### config.mk
export PLATFORM = sky130hd
export DESIGN_NAME = uart_cmd_parser
export DESIGN_NICKNAME = d
export VERILOG_FILES = /design/src/rtl/uart_cmd_parser.sv
export SDC_FILE = /design/constraint.sdc
export NUM_CORES = 1
export LEC_CHECK = 0
export CAP_MARGIN = 20
export CELL_PAD_IN_SITES_DETAIL_PLACEMENT = 0
export CELL_PAD_IN_SITES_GLOBAL_PLACEMENT = 1
export CORE_MARGIN = 10
export CORE_UTILIZATION = 45
export DETAILED_ROUTE_END_ITERATION = 6
export PLACE_DENSITY = 0.92
export SLEW_MARGIN = 10
export SYNTH_ARGS = -nofsm -noshare
export SYNTH_HDL_FRONTEND = slang
export SYNTH_SLANG_ARGS = --single-unit
### constraint.sdc
create_clock -name uart_cmd_clk -period 6.8 [get_ports uart_cmd_clk]
set_clock_uncertainty 0.1 [all_clocks]
set_input_delay 1.36 -clock uart_cmd_clk [delete_from_list [all_inputs] [get_ports uart_cmd_clk]]
set_output_delay 1.36 -clock uart_cmd_clk [all_outputs]
set_load 0.005 [all_outputs]
### src/rtl/uart_cmd_parser.sv
// uart_cmd_parser: pulls bytes from the UART receiver over a ready/clear
// handshake, assembles 5-byte frames (sync, addr, data hi, data lo, checksum)
// and issues one register-write strobe per frame whose checksum matches.
module uart_cmd_parser #(
  parameter logic [7:0]  SYNC_BYTE      = 8'h55,
  parameter int unsigned TIMEOUT_CYCLES = 2048,
  parameter int unsigned CNT_W          = 16
) (
  input  logic        uart_cmd_clk,
  input  logic        uart_cmd_rst,
  input  logic [7:0]  uart_cmd_rx_data,
  input  logic        uart_cmd_rx_rdy,
  output logic        uart_cmd_rx_clr,
  output logic        uart_cmd_wr_en,
  output logic [7:0]  uart_cmd_wr_addr,
  output logic [15:0] uart_cmd_wr_data,
  output logic        uart_cmd_busy,
  output logic        uart_cmd_err_csum,
  output logic        uart_cmd_err_tmo,
  output logic [7:0]  uart_cmd_err_cnt
);

  localparam logic [CNT_W-1:0] TMO_LAST = CNT_W'(TIMEOUT_CYCLES - 1);
  localparam logic [7:0]       ERR_MAX  = 8'hFF;

  typedef enum logic [2:0] {
    S_SYNC = 3'd0,
    S_ADDR = 3'd1,
    S_DHI  = 3'd2,
    S_DLO  = 3'd3,
    S_CSUM = 3'd4
  } state_t;

  state_t           state_q, state_d;
  logic [CNT_W-1:0] cnt_q, cnt_d;
  logic [7:0]       acc_q, acc_d;
  logic [7:0]       addr_q, addr_d;
  logic [7:0]       hi_q, hi_d;
  logic [7:0]       lo_q, lo_d;
  logic             clr_q, clr_d;
  logic             wr_en_q, wr_en_d;
  logic [7:0]       wr_addr_q, wr_addr_d;
  logic [15:0]      wr_data_q, wr_data_d;
  logic             err_csum_q, err_csum_d;
  logic             err_tmo_q, err_tmo_d;
  logic [7:0]       err_cnt_q, err_cnt_d;
  logic             accept;

  // A byte is taken only when the receiver offers one and no clear is pending
  assign accept = uart_cmd_rx_rdy & ~clr_q;

  // Next-state, handshake, timeout and output computation
  always_comb begin
    state_d    = state_q;
    cnt_d      = cnt_q + CNT_W'(1);
    acc_d      = acc_q;
    addr_d     = addr_q;
    hi_d       = hi_q;
    lo_d       = lo_q;
    clr_d      = clr_q;
    wr_en_d    = 1'b0;
    wr_addr_d  = wr_addr_q;
    wr_data_d  = wr_data_q;
    err_csum_d = 1'b0;
    err_tmo_d  = 1'b0;
    err_cnt_d  = err_cnt_q;

    // Clear is raised on accept and released once the receiver drops ready
    if (accept) begin
      clr_d = 1'b1;
    end else if (clr_q && !uart_cmd_rx_rdy) begin
      clr_d = 1'b0;
    end

    if (accept || (state_q == S_SYNC)) begin
      cnt_d = '0;
    end

    case (state_q)
      S_SYNC: begin
        if (accept && (uart_cmd_rx_data == SYNC_BYTE)) begin
          acc_d   = 8'h00;
          state_d = S_ADDR;
        end
      end
      S_ADDR: begin
        if (accept) begin
          addr_d  = uart_cmd_rx_data;
          acc_d   = uart_cmd_rx_data;
          state_d = S_DHI;
        end
      end
      S_DHI: begin
        if (accept) begin
          hi_d    = uart_cmd_rx_data;
          acc_d   = acc_q + uart_cmd_rx_data;
          state_d = S_DLO;
        end
      end
      S_DLO: begin
        if (accept) begin
          lo_d    = uart_cmd_rx_data;
          acc_d   = acc_q + uart_cmd_rx_data;
          state_d = S_CSUM;
        end
      end
      S_CSUM: begin
        if (accept) begin
          if (uart_cmd_rx_data == acc_q) begin
            wr_en_d   = 1'b1;
            wr_addr_d = addr_q;
            wr_data_d = {hi_q, lo_q};
          end else begin
            err_csum_d = 1'b1;
          end
          state_d = S_SYNC;
        end
      end
      default: state_d = S_SYNC;
    endcase

    // Inter-byte timeout; a byte arriving on the terminal count wins
    if ((state_q != S_SYNC) && !accept && (cnt_q == TMO_LAST)) begin
      state_d   = S_SYNC;
      err_tmo_d = 1'b1;
      cnt_d     = '0;
    end

    // Saturating error counter
    if ((err_csum_d || err_tmo_d) && (err_cnt_q != ERR_MAX)) begin
      err_cnt_d = err_cnt_q + 8'd1;
    end
  end

  // State and output registers with synchronous reset
  always_ff @(posedge uart_cmd_clk) begin
    if (uart_cmd_rst) begin
      state_q    <= S_SYNC;
      cnt_q      <= '0;
      acc_q      <= 8'h00;
      addr_q     <= 8'h00;
      hi_q       <= 8'h00;
      lo_q       <= 8'h00;
      clr_q      <= 1'b0;
      wr_en_q    <= 1'b0;
      wr_addr_q  <= 8'h00;
      wr_data_q  <= 16'h0000;
      err_csum_q <= 1'b0;
      err_tmo_q  <= 1'b0;
      err_cnt_q  <= 8'h00;
    end else begin
      state_q    <= state_d;
      cnt_q      <= cnt_d;
      acc_q      <= acc_d;
      addr_q     <= addr_d;
      hi_q       <= hi_d;
      lo_q       <= lo_d;
      clr_q      <= clr_d;
      wr_en_q    <= wr_en_d;
      wr_addr_q  <= wr_addr_d;
      wr_data_q  <= wr_data_d;
      err_csum_q <= err_csum_d;
      err_tmo_q  <= err_tmo_d;
      err_cnt_q  <= err_cnt_d;
    end
  end

  assign uart_cmd_rx_clr   = clr_q;
  assign uart_cmd_wr_en    = wr_en_q;
  assign uart_cmd_wr_addr  = wr_addr_q;
  assign uart_cmd_wr_data  = wr_data_q;
  assign uart_cmd_err_csum = err_csum_q;
  assign uart_cmd_err_tmo  = err_tmo_q;
  assign uart_cmd_err_cnt  = err_cnt_q;
  // busy is a direct decode of the state register
  assign uart_cmd_busy     = (state_q != S_SYNC);

endmodule

# Yosys cells after proc, flatten, opt, wreduce, memory -nomap -nowiden
# Cells that the tools add are included.
# totals
wordCells,74
regBits,87
out_inout_bits,37
# classes
reduce_logical,23
add_sub_neg,3
eq_ne,14
bitwise_logic,4
muxes,17
# op_table
op,count
$mux W8,3
$pmux W8 S3,1
$add A16 B1 Y16 const B,1
$eq A16 B11 Y1 const B,1
$mux W3,5
$pmux W3 S5,1
$add A8 B1 Y8 const B,1
$add A8 B8 Y8,1
$eq A8 B7 Y1 const B,1
$eq A8 B8 Y1,1
$ne A2 B2 Y1 const B,4
$ne A8 B8 Y1 const B,1
$mux W1,7
$eq A3 B2 Y1 const B,2
$reduce_and A2 Y1,3
$reduce_bool A3 Y1,2
$reduce_or A3 Y1,2
$logic_and A1 B1 Y1,5
$reduce_and A5 Y1,1
$ne A2 B1 Y1 const B,2
$reduce_and A4 Y1,1
$reduce_or A2 Y1,2
$eq A3 B1 Y1 const B,1
$eq A3 B3 Y1 const B,1
7 further kinds,11

# Longest topological paths before layout
# depth
depth_word,8
ltp_mapped,10
depth_no_buf,10

# Worst setup path before layout
# No wires, ideal clock.
# synth_timing
path_type,input to register
start,in uart_cmd_rx_data[6]
end,reg err_cnt_q[6] (netlist: uart_cmd_err_cnt[6])
setup_time_ns,0.128
setup_slack_ns,3.646
required_ns,6.572
arrival_ns,2.926
path_stages,8
cell_sequence,ha_1 nor4_1 a31oi_1 a41oi_4 and3b_2 nand3_1 xor2_1 nor2_1
# synth_via
elab_chain_len,6
# synth_rtl
item,line_no,text
"start, declared",11,"input logic [7:0] uart_cmd_rx_data,"
$eq A8 B8 Y1,109,if (uart_cmd_rx_data == acc_q) begin
$mux W1,109,
$mux W1,108,if (accept) begin
$mux W1,79,case (state_q)
$logic_or A1 B1 Y1,130,if ((err_csum_d || err_tmo_d) && (err_cnt_q != ERR_MAX)) begin
$logic_and A1 B1 Y1,130,
"end signal, assigned",164,err_cnt_q <= err_cnt_d;
"end, declared",46,"logic [7:0] err_cnt_q, err_cnt_d;"
# Every way passes these cells.
# A chain may end at the register's enable or synchronous reset.

# Final worst setup path
# Ends and elaborated chain as after synthesis.

==> flow_metrics.py <==
metrics = {
    "layout": {
        "drive_gt1_frac": 0.0658,
        "fillers": 734,
        "final_area_um2": 4510,
        "nets": 473,
        "final_cell_count_no_fill": 561,
        "antenna_cells": 0,
        "area_growth_pct": 18.6,
    },
    "logic_synthesis": {
        "synthXorXnorAreaFrac": 0.0599,
        "synth-seq-cells": 87,
        "synthMuxAreaShare": 0.116,
        "synth_top_family_by_area": "simple AND/OR/NAND/NOR gates",
        "synth-adder-area-share": 0.0382,
        "netlist_area_um2": 3800,
        "synth_edf_count": 0,
        "netlist_instances": 408,
        "synth-compound-area-share": 0.0918,
        "synth-simple-area-share": 0.208,
        "syn_nets": 430,
        "ys_seq_area_frac": 0.458,
        "yosysUniqueCellTypes": 49,
        "syn_area_per_cell_um2": 9.32,
        "synth-main-ff-cell": "dfxtp_1",
        "async_reset_ff_frac": 0,
        "yosysWarnings": 0,
    },
    "worst_setup_path": {
        "end_kind": "flip-flop",
        "rr_endpoint": "uart_cmd_err_cnt[6]",
        "start_kind": "input port",
        "crit_required_ns": 6.91,
        "crit_path_max_fanout": 7,
        "cp-startpoint": "uart_cmd_rx_data[6]",
        "cp.arrival_ns": 3.82,
        "endpoint": "uart_cmd_err_cnt[6]",
        "critPathKind": "in -> reg",
        "worstReg2RegStart": "acc_q[6]",
        "rrSetupSlack_ns": 4.42,
        "reg2reg_depth": 8,
    },
    "global_routing": {
        "antenna_found_initial": 0,
        "grt_pass1_wl_um": 13700,
        "grt_max_degree": 73,
        "grt_pass1_vias": 2775,
        "grt_usage": 0.130,
        "grt-ovfl-total": 0,
    },
    "cts": {
        "htreeDepth": 3,
        "cts_hold_buffers": 0,
        "cts_resized": 0,
        "cts_tree": "done",
        "worstSkewPairLatency_ns": 0.36,
        "cts_max_path_buffers": 2,
        "numCtsBuffers": 9,
        "cts_num_sinks": 87,
        "cts_setup_buffers": 0,
        "clk_pin_slew_worst_paths_ns": 0.09,
        "root_buffer": "clkbuf_8",
    },
    "timing": {
        "finalSetupTns_ns": 0,
        "hold_ws_ns": 0.363,
        "max_slew_margin": 0.517,
        "worst_slew_pin_slew_ns": 0.725,
        "setup_viol": 0,
        "finalHoldViolCount": 0,
        "slew_violations": 0,
        "grt_setup_unrepaired": "false",
        "final.period_utilization": 0.545,
        "layout_setup_ws_ns": 3.10,
        "max_freq_mhz": 270,
        "fin_crit_ns": 3.70,
    },
    "floorplan": {
        "core-area_um2": 8220,
        "num_io_pins": 48,
        "dieArea_um2": 12500,
        "num_rows": 33,
        "start_util": 0.463,
        "die_y_um": 112,
        "die-width_um": 112,
    },
    "route": {
        "drtAntennaViolNets": 0,
        "drt-pass1-iter-count": 5,
        "wl_um": 8380,
        "wire_per_inst_um": 14.9,
        "drcViolationCount": 0,
        "dr_total_vias": 2914,
        "drtIter0Drc": 237,
        "avgViaCountPerCell": 5.19,
    },
    "placed_design": {
        "place_ws_ns": 2.73,
        "postPlaceCellArea_um2": 4330,
        "port-buffer-count": 47,
        "dpl.cell_count": 544,
        "dp_hpwl_um": 5840,
        "place.gp.congestion": 0.827,
    },
    "pwr": {
        "ir_drop_uv": 114,
        "power_density_nw_per_um2": 193,
        "p_leak_nw": 1.76,
    },
    "run": {
        "cap_violations": 0,
    },
    "status": {
        "status": "finished clean",
    },
    "min_path": {
        "min_path_type": "reg -> reg",
    },
}
## sequential cells by signal, indices dropped and copies added, names as in the netlist
signal             cells
cnt_q                 16
uart_cmd_wr_data      16
acc_q                  8
addr_q                 8
hi_q                   8
lo_q                   8
uart_cmd_err_cnt       8
uart_cmd_wr_addr       8
state_q                3
uart_cmd_err_csum      1
uart_cmd_err_tmo       1
uart_cmd_rx_clr        1
uart_cmd_wr_en         1
## how the worst min path moves through the flow
stage / from / end / slack (ns) / depth (start not counted)
6_report: lo_q[6] / lo_q[6] / 0.36 / 2
5_1_grt: lo_q[2] / lo_q[2] / 0.39 / 2
4_1_cts: lo_q[4] / lo_q[4] / 0.36 / 2
3_5_place_dp: lo_q[4] / lo_q[4] / 0.35 / 2
3_3_place_gp: lo_q[7] / lo_q[7] / 0.35 / 2
2_1_floorplan: lo_q[0] / lo_q[0] / 0.34 / 2
## report_power, final
part	switching [W]	total (W)	internal, W	leakage (nW)
Clock	0.000190	0.000326	0.000136	0.0875
Sequential	0.000000535	0.000510	0.000510	0.700
Combinational	0.0000216	0.0000347	0.0000131	0.971
Total	0.000212	0.000871	0.000658	1.76
## cell usage in the layout (no fill, tap or decap), types with 2 or more instances in the layout
cell             Yosys  routed
a211oi_1             9       9
a21o_1               2       2
a21oi_1             15      15
a22oi_1              3       3
and3_1               9       9
and4_1               2       2
buf_2                3       2
buf_4                3       2
clkbuf_8             0       9
clkdlybuf4s50_1      0      46
clkinv_2             0       2
dfxtp_1             87      87
ha_1                10      10
inv_1                7       7
inv_6                0       3
mux2i_1             44      44
nand2_1             28      28
nand2b_1             4       4
nand3_1             12      12
nand4_1              2       2
nor2_1              86      86
nor2_2               2       2
nor2b_1              5       5
nor3_1               4       4
nor4_1               3       3
o21ai_0              6       6
o31a_1               2       2
xnor2_1             14      14
xor2_1              12      12
## stage by stage
stage,utilization,power [W]
final,0.549,0.000871
after global routing,0.549,0.000902
after CTS,0.548,0.000880
after detailed placement,0.527,0.000557
after global placement,0.527,0.000556
after floorplan,-,0.000541
## layer usage
layer  vias to the layer above  share of wire  GRT usage  routed length (um)
li1                       1489              -          -                   -
met5                         -              0          0                   0
met1                      1373           0.50      0.171                4170
met2                        43           0.44      0.197                3720
met3                         9          0.045     0.0295                 375
met4                         0          0.014     0.0566                 114
## cells in the mapped netlist, drive strengths merged (4+ instances only)
master	number	area share
nor2	89	0.091
dfxtp	87	0.46
ha	10	0.033
inv	7	0.0069
buf	7	0.011
and3	10	0.017
nand3	12	0.016
xor2	12	0.028
o21ai	6	0.0079
clkbuf	11	0.011
nand2	28	0.028
nand2b	4	0.0066
a21oi	15	0.020
xnor2	14	0.032
nor3	4	0.0053
mux2i	44	0.12
nor2b	6	0.012
a211oi	9	0.018
## area by class of cell
class	count	area (um2)	share of cell area
Multi-Input combinational cell	296	1950	0.433
Sequential cell	87	1740	0.386
Timing Repair Buffer	50	485	0.108
Tap cell	105	131	0.0291
Clock buffer	10	128	0.0283
Clock inverter	6	43.8	0.00971
Inverter	7	26.3	0.00583
## logic make-up after synthesis
group | Yosys count
and+or+nand+nor | 168
DFF | 87
AOI/OAI and AO/OA | 47
muxes | 44
xor gates and xnor gates | 26
buffers and inverters | 25
adders and majority gates | 11
## critical path, cell delays in order
cell and delay, ns:
clkdlybuf4s50_1 0.55, ha_1 0.44, nor4_1 0.43, a31oi_1 0.19, a41oi_4 0.29, and3b_2 0.26, nand3_1 0.09, xor2_1 0.15
nor2_1 0.05
(Power assumes the default switching activity.)
